$ cat src/rtl/quad_step_decoder.sv
// Quadrature step decoder: synchronizes and glitch-filters A/B, emits one-cycle step pulses
// with a direction level, and flags illegal double transitions. Filter enabled by QDEC_FILTER_EN.
module quad_step_decoder #(
  parameter int SYNC_STAGES = 2,
  parameter int FILTER_LEN  = 4
) (
  input  logic clk,
  input  logic rst,
  input  logic en,
  input  logic a_in,
  input  logic b_in,
  input  logic err_clr,
  output logic step_en,
  output logic step_dir,
  output logic illegal,
  output logic err_sticky
);

  localparam logic [0:0] ST_INIT  = 1'b0;
  localparam logic [0:0] ST_TRACK = 1'b1;

  localparam logic [1:0] MV_NONE = 2'd0;
  localparam logic [1:0] MV_UP   = 2'd1;
  localparam logic [1:0] MV_DOWN = 2'd2;
  localparam logic [1:0] MV_ILL  = 2'd3;

`ifdef QDEC_FILTER_EN
  localparam int SETTLE_LEN = SYNC_STAGES + FILTER_LEN;
`else
  // FILTER_LEN has no effect without the filter
  localparam int SETTLE_LEN = SYNC_STAGES + (FILTER_LEN * 0);
`endif
  localparam int SET_W = $clog2(SETTLE_LEN + 1);

  logic [SYNC_STAGES-1:0] sync_a_r, sync_b_r;
  logic                   s_a_s, s_b_s, fa_s, fb_s;
  logic [1:0]             cur_s, init_ab_s, move_s, prev_r;
  logic [0:0]             state_r;
  logic [SET_W-1:0]       settle_r;
  logic                   step_en_r, step_dir_r, illegal_r, err_sticky_r;
  logic                   illegal_evt_s;

  // synchronizer chains for both channels
  always_ff @(posedge clk) begin
    if (rst) begin
      sync_a_r <= '0;
      sync_b_r <= '0;
    end else begin
      sync_a_r <= {sync_a_r[SYNC_STAGES-2:0], a_in};
      sync_b_r <= {sync_b_r[SYNC_STAGES-2:0], b_in};
    end
  end

  assign s_a_s = sync_a_r[SYNC_STAGES-1];
  assign s_b_s = sync_b_r[SYNC_STAGES-1];

`ifdef QDEC_FILTER_EN
  localparam int CNT_W = $clog2(FILTER_LEN + 1);

  logic             fa_r, fb_r;
  logic [CNT_W-1:0] cnt_a_r, cnt_b_r;

  // per-channel hold filter; bypassed while settling so f starts at the real input level
  always_ff @(posedge clk) begin
    if (rst || (state_r == ST_INIT)) begin
      fa_r    <= rst ? 1'b0 : s_a_s;
      fb_r    <= rst ? 1'b0 : s_b_s;
      cnt_a_r <= '0;
      cnt_b_r <= '0;
    end else begin
      if (s_a_s == fa_r) begin
        cnt_a_r <= '0;
      end else if (cnt_a_r == CNT_W'(FILTER_LEN - 1)) begin
        fa_r    <= s_a_s;
        cnt_a_r <= '0;
      end else begin
        cnt_a_r <= cnt_a_r + CNT_W'(1);
      end
      if (s_b_s == fb_r) begin
        cnt_b_r <= '0;
      end else if (cnt_b_r == CNT_W'(FILTER_LEN - 1)) begin
        fb_r    <= s_b_s;
        cnt_b_r <= '0;
      end else begin
        cnt_b_r <= cnt_b_r + CNT_W'(1);
      end
    end
  end

  assign fa_s      = fa_r;
  assign fb_s      = fb_r;
  assign init_ab_s = {fa_r, fb_r};
`else
  assign fa_s      = s_a_s;
  assign fb_s      = s_b_s;
  // f is combinational here, so prev tracks the value s takes on the next edge
  assign init_ab_s = {sync_a_r[SYNC_STAGES-2], sync_b_r[SYNC_STAGES-2]};
`endif

  assign cur_s = {fa_s, fb_s};

  // classify the transition prev -> cur
  always_comb begin
    move_s = MV_ILL;
    case ({prev_r, cur_s})
      4'b0001, 4'b0111, 4'b1110, 4'b1000: move_s = MV_UP;
      4'b0010, 4'b1011, 4'b1101, 4'b0100: move_s = MV_DOWN;
      4'b0000, 4'b0101, 4'b1010, 4'b1111: move_s = MV_NONE;
      default:                            move_s = MV_ILL;
    endcase
  end

  assign illegal_evt_s = (state_r == ST_TRACK) && (move_s == MV_ILL);

  // settle/track FSM and registered outputs
  always_ff @(posedge clk) begin
    if (rst) begin
      state_r      <= ST_INIT;
      settle_r     <= '0;
      prev_r       <= 2'b00;
      step_en_r    <= 1'b0;
      step_dir_r   <= 1'b1;
      illegal_r    <= 1'b0;
      err_sticky_r <= 1'b0;
    end else begin
      step_en_r <= 1'b0;
      illegal_r <= 1'b0;
      case (state_r)
        ST_INIT: begin
          prev_r <= init_ab_s;
          if (settle_r == SET_W'(SETTLE_LEN - 1)) begin
            state_r  <= ST_TRACK;
            settle_r <= '0;
          end else begin
            settle_r <= settle_r + SET_W'(1);
          end
        end
        ST_TRACK: begin
          prev_r <= cur_s;
          case (move_s)
            MV_UP: begin
              step_en_r  <= en;
              step_dir_r <= 1'b1;
            end
            MV_DOWN: begin
              step_en_r  <= en;
              step_dir_r <= 1'b0;
            end
            MV_ILL:  illegal_r <= 1'b1;
            default: step_en_r <= 1'b0;
          endcase
        end
        default: begin
          state_r  <= ST_INIT;
          settle_r <= '0;
        end
      endcase
      // set has priority over clear
      if (illegal_evt_s) begin
        err_sticky_r <= 1'b1;
      end else if (err_clr) begin
        err_sticky_r <= 1'b0;
      end else begin
        err_sticky_r <= err_sticky_r;
      end
    end
  end

  assign step_en    = step_en_r;
  assign step_dir   = step_dir_r;
  assign illegal    = illegal_r;
  assign err_sticky = err_sticky_r;

endmodule

$ cat config.mk
export PLATFORM = sky130hd
export DESIGN_NAME = quad_step_decoder
export DESIGN_NICKNAME = d
export VERILOG_FILES = /design/src/rtl/quad_step_decoder.sv
export SDC_FILE = /design/constraint.sdc
export NUM_CORES = 1
export LEC_CHECK = 0
export BUFFER_PORTS_ARGS = -buffer_cell sky130_fd_sc_hd__buf_2
export CAP_MARGIN = 10
export CELL_PAD_IN_SITES_DETAIL_PLACEMENT = 1
export CELL_PAD_IN_SITES_GLOBAL_PLACEMENT = 1
export CORE_UTILIZATION = 36
export CTS_CLUSTER_DIAMETER = 50
export DETAILED_ROUTE_END_ITERATION = 10
export GPL_ROUTABILITY_DRIVEN = 0
export PLACE_DENSITY = 0.73
export SYNTH_ARGS = -nofsm -noshare
export SYNTH_HDL_FRONTEND = slang
export SYNTH_SLANG_ARGS = --single-unit
$ cat constraint.sdc
create_clock -name clk -period 1.9 [get_ports clk]
set_clock_uncertainty 0.2 [all_clocks]
set_input_delay 0.285 -clock clk [delete_from_list [all_inputs] [get_ports clk]]
set_output_delay 0.285 -clock clk [all_outputs]
set_load 0.05 [all_outputs]
==> results of run 1 <==
stage by stage:
stage | hold slack (ns) | cell area [µm²] | cells | setup WS (ns)
after floorplan | 0.213 | 478 | 49 | 0.523
after global placement | 0.236 | 536 | 71 | 0.502
after detailed placement | 0.241 | 536 | 71 | 0.468
after CTS | 0.0159 | 562 | 75 | 0.457
after global routing | 0.0191 | 562 | 75 | 0.421
final | 0.0211 | 562 | 75 | 0.470
power groups by stage:
| stage | combinational [mW] | clock [mW] | sequential [mW] |
|---|---|---|---|
| 6_report | 0.0384 | 0.165 | 0.295 |
| 5_1_grt | 0.0438 | 0.185 | 0.297 |
| 4_1_cts | 0.0396 | 0.174 | 0.295 |
| 3_5_place_dp | 0.0392 | 0 | 0.301 |
| 3_3_place_gp | 0.0382 | 0 | 0.301 |
| 2_1_floorplan | 0.0276 | 0 | 0.302 |
per-layer routing:
metal / vias up / part of all wire [%] / GRT usage [%]
met3: 2 / 5.8 / 3.49
met5: - / 0 / 0
li1: 185 / - / -
met1: 146 / 50 / 14.5
met4: 0 / 0.81 / 10.3
met2: 10 / 43 / 19.1
layout make-up:
cell class | instances | area, µm²
inverters | 4 | 15.0
multi-input cells | 31 | 198
fillers | 138 | 609
well taps | 14 | 17.5
repair buffers | 9 | 45.0
clock buffers | 4 | 26.3
flip-flops and latches | 13 | 260
sequential cells by signal, indices dropped and copies added, names as in the netlist:
| name | cells |
|---|---|
| move_s | 2 |
| settle_r | 2 |
| sync_a_r | 2 |
| sync_b_r | 2 |
| err_sticky | 1 |
| illegal | 1 |
| state_r | 1 |
| step_dir | 1 |
| step_en | 1 |
critical path: stages (launching register included):
cell      delay, ns
dfxtp_1        0.34
inv_1          0.05
ha_1           0.29
nand2b_1       0.16
a211o_1        0.29
cell families (layout without fill, tap and decap cells):
kind of cell	count (synthesis)	in the layout	synth area share (%)
buf+inv	5	17	4.19
simple gates	22	22	26.4
flops	13	13	54.5
compound gates	7	7	9.68
fa+ha+maj	2	2	5.23
Yosys cell counts, types with 2 or more instances:
library cell | n | area, µm²
inv_1 | 4 | 15.0
ha_1 | 2 | 25.0
nor2b_1 | 7 | 43.8
a211oi_1 | 3 | 22.5
a21oi_1 | 3 | 15.0
nor2_1 | 6 | 22.5
nor3_1 | 3 | 15.0
dfxtp_1 | 13 | 260
nand2b_1 | 2 | 12.5
worst min-delay path by stage:
| stage | startpoint | endpoint | cells past startpoint | slack [ns] |
|---|---|---|---|---|
| after detailed placement | settle_r[1] | settle_r[1] | 2 | 0.24 |
| after global placement | settle_r[1] | settle_r[1] | 2 | 0.24 |
| after floorplan | a_in | sync_a_r[0] | 1 | 0.21 |
| final | a_in | sync_a_r[0] | 2 | 0.02 |
| after global routing | a_in | sync_a_r[0] | 2 | 0.02 |
| after CTS | a_in | sync_a_r[0] | 2 | 0.02 |
==> impl_metrics.py, run 1 <==
metrics = {
    "route": {
        "vias": 343,
        "drc": 0,
        "wl_um": 738,
        "via_per_inst": 4.57,
        "drtAntennaViolNets": 0,
        "drt-initial-drc-count": 2,
        "first_pass_iters": 2,
        "wl_per_cell_um": 9.84,
    },
    "worst_setup_path": {
        "path_max_fanout": 2,
        "critPathKind": "reg -> reg",
        "rr_endpoint": "step_dir",
        "timing.rr.start": "move_s[0]",
        "setup.worst_path.start": "move_s[0]",
        "critPathLaunchType": "register",
        "reg2reg_slack_ns": 0.47,
        "worstRegToRegCells": 4,
        "critPathCapture": "step_dir",
        "endpoint_kind": "register",
        "crit_arrival_ns": 1.39,
        "worstPathRequired_ns": 1.86,
    },
    "worst_hold_path": {
        "hp-class": "in -> reg",
    },
    "power": {
        "power.density_nw_per_um2": 888,
        "leakagePower_nw": 0.241,
        "power.internal_mw": 0.385,
        "power_mw": 0.499,
        "clkPwrFrac_pct": 33.2,
        "seqPwrFrac_pct": 59.2,
        "combPwrFrac_pct": 7.7,
        "peakVddDrop_mv": 0.431,
        "switching_share_pct": 22.8,
        "power_switching_mw": 0.114,
    },
    "clock_network": {
        "clockBufferDepth": 2,
        "cts-hold-fix-buffers": 0,
        "post-cts-setup-buffers": 0,
        "cts_tree": "done",
        "clock_latency_ns": 0.27,
        "numCtsBuffers": 3,
        "cts_sinks": 13,
        "clkTransAtPathRegs_ns": 0.08,
        "cts_resized": 0,
        "h-tree-depth": 1,
        "cts_root_buf": "clkbuf_4",
    },
    "die": {
        "dieArea_um2": 1480,
        "die_h_um": 38.4,
        "die_w_um": 38.4,
        "core_area_um2": 1170,
        "start_util_pct": 40.8,
        "io-pin-count": 10,
        "rows": 12,
    },
    "grt": {
        "grt.total_usage_pct": 12.6,
        "antenna_found_initial": 0,
        "grt_pass1_wl_mm": 1.19,
        "first_global_vias": 313,
        "grt_overflow": 0,
        "grt_max_degree": 11,
    },
    "timing": {
        "worst_slew_pin_slew_ns": 0.242,
        "setup_viol": 0,
        "finalSetupTns_ns": 0,
        "max_freq_mhz": 699,
        "drv_slew": 0,
        "timing.final.hold_violations": 0,
        "period_share_pct": 75.3,
        "period_needed_ns": 1.43,
        "relSlewSlack_pct": 83.9,
        "rsz0062_at_grt": "no",
    },
    "yosys": {
        "syn-instance-count": 49,
        "avgSynthCellArea_um2": 9.75,
        "synth_edf_count": 0,
        "yosysSeqAreaShare_pct": 54.5,
        "ys_async_sr_fraction_pct": 0,
        "ys_ff_latch": 13,
        "ys.flop_type": "dfxtp_1",
        "netlist_area_um2": 478,
        "mappedNetlistNets": 57,
        "ys_warn_count": 0,
        "synthDistinctLibCells": 15,
    },
    "finish": {
        "layout_common_cells": "dfxtp_1, buf_2, nor2b_1",
        "antenna_cells": 0,
        "drive_gt1_share_pct": 21.3,
        "fin_util_pct": 48.0,
        "final_common_cell": "dfxtp_1",
        "fin_nets": 70,
        "syn2layout_area_growth_pct": 17.5,
    },
    "placement": {
        "dp_hpwl_um": 559,
        "port_buffers": 9,
    },
    "job": {
        "drv_cap": 0,
    },
    "run_status": {
        "status": "finished clean",
    },
}
No activity file was read; power rests on OpenSTA's default activity.
==> run 2: changes to the inputs <==
- clock period: 1.9 -> 1.4 ns (I/O delays scaled with it)
==> run 2 against run 1 <==
  * Sequential power up 37%
  * Final cell count up 5.3%
  * Non-clock buffer count up 4
  * Critical path depth up 1
  * Sequential share of layout area down 4.4 points
  * Critical path type unchanged
  * Critical endpoint unchanged
  * Largest cell class unchanged
  * Highest routed layer unchanged
==> impl_metrics.py, run 2 (same netlist as run 1, synthesis figures left out) <==
metrics = {
    "run_status": {
        "status": "finished clean",
    },
    "finish": {
        "fin_cells": 79,
        "design_area_um2": 623,
        "fin_nets": 74,
        "antenna_cells": 0,
        "drive_gt1_share_pct": 24.6,
        "layout_common_cells": "dfxtp_1, buf_2, nor2b_1",
        "final_common_cell": "dfxtp_1",
        "syn2layout_area_growth_pct": 30.4,
    },
    "worst_hold_path": {
        "hp-class": "in -> reg",
    },
    "job": {
        "drv_cap": 0,
    },
    "placement": {
        "dpl_cell_area_um2": 536,
        "dp.cells": 71,
        "dp_hpwl_um": 559,
        "port_buffers": 9,
    },
    "power": {
        "power_switching_mw": 0.163,
        "leakagePower_nw": 0.268,
        "seqPwrFrac_pct": 58.0,
        "combPwrFrac_pct": 9.4,
        "power.internal_mw": 0.533,
        "peakVddDrop_mv": 0.588,
        "power.density_nw_per_um2": 1120,
        "clkPwrFrac_pct": 32.6,
        "switching_share_pct": 23.4,
    },
    "timing": {
        "worst_slew_pin_slew_ns": 0.313,
        "period_share_pct": 97.8,
        "timing.final.hold_violations": 0,
        "setup_viol": 0,
        "rsz0062_at_grt": "no",
        "max_freq_mhz": 731,
        "hold_slack_ns": 0.0368,
        "drv_slew": 0,
        "period_needed_ns": 1.37,
        "relSlewSlack_pct": 79.1,
    },
    "worst_setup_path": {
        "reg2reg_slack_ns": 0.03,
        "worstPathRequired_ns": 1.37,
        "critPathLaunchType": "register",
        "worstRegToRegCells": 5,
        "rr_endpoint": "step_dir",
        "endpoint_kind": "register",
        "critPathKind": "reg -> reg",
        "crit_arrival_ns": 1.33,
        "timing.rr.start": "move_s[0]",
        "path_max_fanout": 2,
        "setup.worst_path.start": "move_s[0]",
        "critPathCapture": "step_dir",
    },
    "route": {
        "wl_um": 852,
        "via_per_inst": 4.61,
        "wl_per_cell_um": 10.8,
        "first_pass_iters": 2,
        "drt-initial-drc-count": 4,
        "vias": 364,
        "drc": 0,
        "drtAntennaViolNets": 0,
    },
    "clock_network": {
        "cts_tree": "done",
        "numCtsBuffers": 3,
        "clockBufferDepth": 2,
        "post-cts-setup-buffers": 0,
        "clock_latency_ns": 0.27,
        "h-tree-depth": 1,
        "clkTransAtPathRegs_ns": 0.08,
        "cts_sinks": 13,
        "cts_root_buf": "clkbuf_4",
    },
    "grt": {
        "grt_overflow": 0,
        "first_global_vias": 362,
        "grt_pass1_wl_mm": 1.37,
        "grt_max_degree": 11,
        "grt.total_usage_pct": 14.2,
        "antenna_found_initial": 0,
    },
    "die": {
        "dieArea_um2": 1480,
        "io-pin-count": 10,
        "core_area_um2": 1170,
        "die_h_um": 38.4,
        "rows": 12,
        "start_util_pct": 40.8,
        "die_w_um": 38.4,
    },
}
-- run 2: metrics by stage --
stage / utilization [%] / total power [mW] / worst slack, ns / TNS, ns
after CTS: 52.1 / 0.703 / 0.00692 / 0
after floorplan: - / 0.447 / 0.0231 / 0
after global routing: 53.2 / 0.730 / 0.00152 / 0
after global placement: 45.7 / 0.461 / 0.00233 / 0
final: 53.2 / 0.695 / 0.0315 / 0
after detailed placement: 45.7 / 0.462 / -0.0331 / -0.0331
-- run 2: area by class of cell --
type,count,area (µm²)
Fill cell,131,548
Timing Repair Buffer,13,85.1
Clock buffer,4,26.3
Multi-Input combinational cell,31,218
Sequential cell,13,262
Tap cell,14,17.5
Inverter,4,15.0
-- run 2: how the worst min path moves through the flow --
stage / startpoint / end / slack [ns] / cells after the start
5_1_grt: rst / sync_a_r[0] / 0.05 / 2
4_1_cts: rst / err_sticky / 0.03 / 2
6_report: rst / sync_a_r[0] / 0.04 / 2
2_1_floorplan: a_in / sync_a_r[0] / 0.14 / 1
3_3_place_gp: b_in / sync_b_r[0] / 0.22 / 2
3_5_place_dp: a_in / sync_a_r[0] / 0.23 / 2
-- run 2: per-layer routing --
| layer | share of wire [%] | wire length (µm) | track usage (%) | up-vias |
|---|---|---|---|---|
| met4 | 0.70 | 6 | 10.3 | 0 |
| li1 | - | - | - | 193 |
| met1 | 50 | 427 | 14.2 | 159 |
| met3 | 4.0 | 34 | 3.49 | 2 |
| met5 | 0 | 0 | 0 | - |
| met2 | 45 | 383 | 25.0 | 10 |
-- run 2: what timing repair did --
item,CTS,global route
hold buffers,4,0
hold endpoints to repair,4,0
gates resized for setup,2,1
pin swaps,1,0
setup endpoints to repair,1,1
-- run 2: worst max-delay path: stages (launching register included) --
cell      delay (ns)
dfxtp_2         0.33
inv_1           0.06
ha_4            0.27
nand2b_4        0.11
nor2_1          0.04
a211o_1         0.25
-- run 2: power by group through the flow --
stage | clock network [mW] | logic, mW | registers [mW]
5_1_grt | 0.251 | 0.0728 | 0.406
6_report | 0.227 | 0.0656 | 0.403
2_1_floorplan | 0 | 0.0374 | 0.409
4_1_cts | 0.236 | 0.0640 | 0.403
3_3_place_gp | 0 | 0.0518 | 0.409
3_5_place_dp | 0 | 0.0533 | 0.409
==> run 3: changes to the inputs <==
--- a/config.mk
+++ b/config.mk
@@ -10,7 +10,9 @@
 export CELL_PAD_IN_SITES_DETAIL_PLACEMENT = 1
 export CELL_PAD_IN_SITES_GLOBAL_PLACEMENT = 1
-export CORE_UTILIZATION = 36
+export CORE_AREA = 2 2 39 41
+export CTS_BUF_LIST = sky130_fd_sc_hd__clkbuf_4 sky130_fd_sc_hd__clkbuf_8
 export CTS_CLUSTER_DIAMETER = 50
 export DETAILED_ROUTE_END_ITERATION = 10
+export DIE_AREA = 0 0 41 43
 export GPL_ROUTABILITY_DRIVEN = 0
 export PLACE_DENSITY = 0.73
@@ -18,2 +20,3 @@
 export SYNTH_HDL_FRONTEND = slang
 export SYNTH_SLANG_ARGS = --single-unit
+export TNS_END_PERCENT = 30
==> constraint.sdc (replaced) <==
create_clock -name clk -period 1.4 [get_ports clk]
set_clock_uncertainty 0.2 [all_clocks]
set_input_delay 0.21 -clock clk [delete_from_list [all_inputs] [get_ports clk]]
set_output_delay 0.21 -clock clk [all_outputs]
set_load 0.01 [all_outputs]
==> run 3 against run 2 <==
  * Register-to-register slack improved by 0.02 ns
  * Sequential share of layout area decreased by 0.42 points
  * Die area increased by 19%
  * Wire length increased by 7.9%
  * Sequential cell count unchanged
  * Core utilization decreased by 7.7 points
  * Largest cell class unchanged
  * Non-clock buffer count unchanged
  * Critical path type unchanged
  * Worst hold slack got worse by 0.0070 ns
  * Clock power increased by 8.8%
  * Largest power group unchanged
  * Critical path depth decreased by 2
==> impl_metrics.py, run 3 (same netlist as run 1, synthesis figures left out) <==
metrics = {
    "route": {
        "wl_per_cell_um": 11.3,
        "wl_um": 919,
        "drtAntennaViolNets": 0,
        "vias": 381,
        "drt-initial-drc-count": 0,
        "drc": 0,
        "via_per_inst": 4.70,
        "first_pass_iters": 1,
    },
    "worst_setup_path": {
        "endpoint_kind": "register",
        "path_max_fanout": 2,
        "critPathLaunchType": "register",
        "critPathKind": "reg -> reg",
        "crit_arrival_ns": 1.32,
        "slowest_delay_ns": 0.39,
        "crit_path_cell_trace": "ha_4, nand2b_4, a211o_1",
        "worstPathRequired_ns": 1.37,
        "worstRegToRegCells": 3,
        "critPathSlowestCell": "dfxtp_1",
        "reg2reg_slack_ns": 0.05,
    },
    "finish": {
        "fill_cells": 167,
        "layout_common_cells": "dfxtp_1, buf_2, nor2b_1",
        "fin_nets": 74,
        "fin_cells": 81,
        "final_common_cell": "dfxtp_1",
        "syn2layout_area_growth_pct": 31.7,
        "antenna_cells": 0,
        "fin_util_pct": 45.5,
        "drive_gt1_share_pct": 27.7,
        "design_area_um2": 629,
    },
    "timing": {
        "period_share_pct": 96.5,
        "max_freq_mhz": 740,
        "worst_slew_pin_slew_ns": 0.310,
        "setup_viol": 0,
        "drv_slew": 0,
        "relSlewSlack_pct": 79.3,
        "period_needed_ns": 1.35,
        "hold_slack_ns": 0.0297,
        "rsz0062_at_grt": "no",
        "timing.final.hold_violations": 0,
    },
    "grt": {
        "grt_pass1_wl_mm": 1.59,
        "first_global_vias": 392,
        "top_usage_layer": "met2",
        "grt_max_degree": 11,
        "antenna_found_initial": 0,
        "use_met3_pct": 7.85,
        "grt_overflow": 0,
        "grt_util_met2_pct": 24.1,
        "grt.total_usage_pct": 14.4,
        "use_met1_pct": 11.7,
    },
    "die": {
        "io-pin-count": 10,
        "die_w_um": 41,
        "core_area_um2": 1380,
        "dieArea_um2": 1760,
        "die_h_um": 43,
        "rows": 14,
        "start_util_pct": 34.5,
    },
    "power": {
        "power_switching_mw": 0.160,
        "peakVddDrop_mv": 0.481,
        "power_mw": 0.712,
        "switching_share_pct": 22.4,
        "power.internal_mw": 0.552,
        "power.density_nw_per_um2": 1130,
        "combPwrFrac_pct": 8.7,
        "clkPwrFrac_pct": 34.6,
        "seqPwrFrac_pct": 56.6,
        "leakagePower_nw": 0.272,
    },
    "clock_network": {
        "clock_latency_ns": 0.27,
        "cts_sinks": 13,
        "h-tree-depth": 1,
        "clockBufferDepth": 2,
        "cts_root_buf": "clkbuf_4",
        "cts_tree": "done",
        "clkTransAtPathRegs_ns": 0.07,
        "numCtsBuffers": 3,
        "post-cts-setup-buffers": 0,
    },
    "placement": {
        "port_buffers": 9,
        "dpl_cell_area_um2": 538,
        "dp_hpwl_um": 613,
        "dp.cells": 73,
    },
    "job": {
        "drv_cap": 0,
    },
    "worst_hold_path": {
        "hp-class": "in -> reg",
        "min_path_cells": 2,
    },
    "run_status": {
        "status": "finished clean",
    },
}
-- run 3: power by group through the flow --
stage               Clock [mW]  Sequential (mW)  Combinational, mW
floorplan                    0            0.406             0.0374
global placement             0            0.408             0.0485
detailed placement           0            0.410             0.0503
CTS                      0.265            0.403             0.0607
global route             0.284            0.406             0.0716
finish                   0.247            0.403             0.0622
-- run 3: timing repair --
action	4_1_cts	5_1_grt
endpoints found under the hold margin	4	0
hold buffers	4	0
cloned	0	0
endpoints found under the setup margin	1	1
pin swaps	1	1
gates resized for setup	2	2
-- run 3: cell type report --
class	count	area, µm²	area share [%]
Timing Repair Buffer	13	85.1	13.5
Clock buffer	4	30.0	4.77
Tap cell	16	20.0	3.18
Multi-Input combinational cell	31	218	34.6
Sequential cell	13	262	41.6
Inverter	4	15.0	2.39
-- run 3: layer usage --
metal,vias up,share of wire (%),routed length [µm]
met5,-,0,0
li1,192,-,-
met1,176,39,355
met4,0,1.2,11
met3,2,5.1,47
met2,11,55,505
-- run 3: per-stage QoR --
stage	worst slack (ns)	setup TNS [ns]
2_1_floorplan	0.0231	0
3_3_place_gp	0.00394	0
3_5_place_dp	-0.0357	-0.0357
4_1_cts	0.00687	0
5_1_grt	0.00265	0
6_report	0.0492	0
-- run 3: path summary, 6_finish.rpt --
kind,from,end
min reg2reg,settle_r[1],settle_r[1]
max reg2reg,move_s[1],step_dir
min,rst,sync_a_r[1]
max,move_s[1],step_dir
-- run 3: worst max-delay path, delay by kind of cell, from the launching register on --
kind,cells,cell delay [ns]
fa+ha+maj,1,0.22
compound gates,1,0.29
simple gates,1,0.14
flops,1,0.39
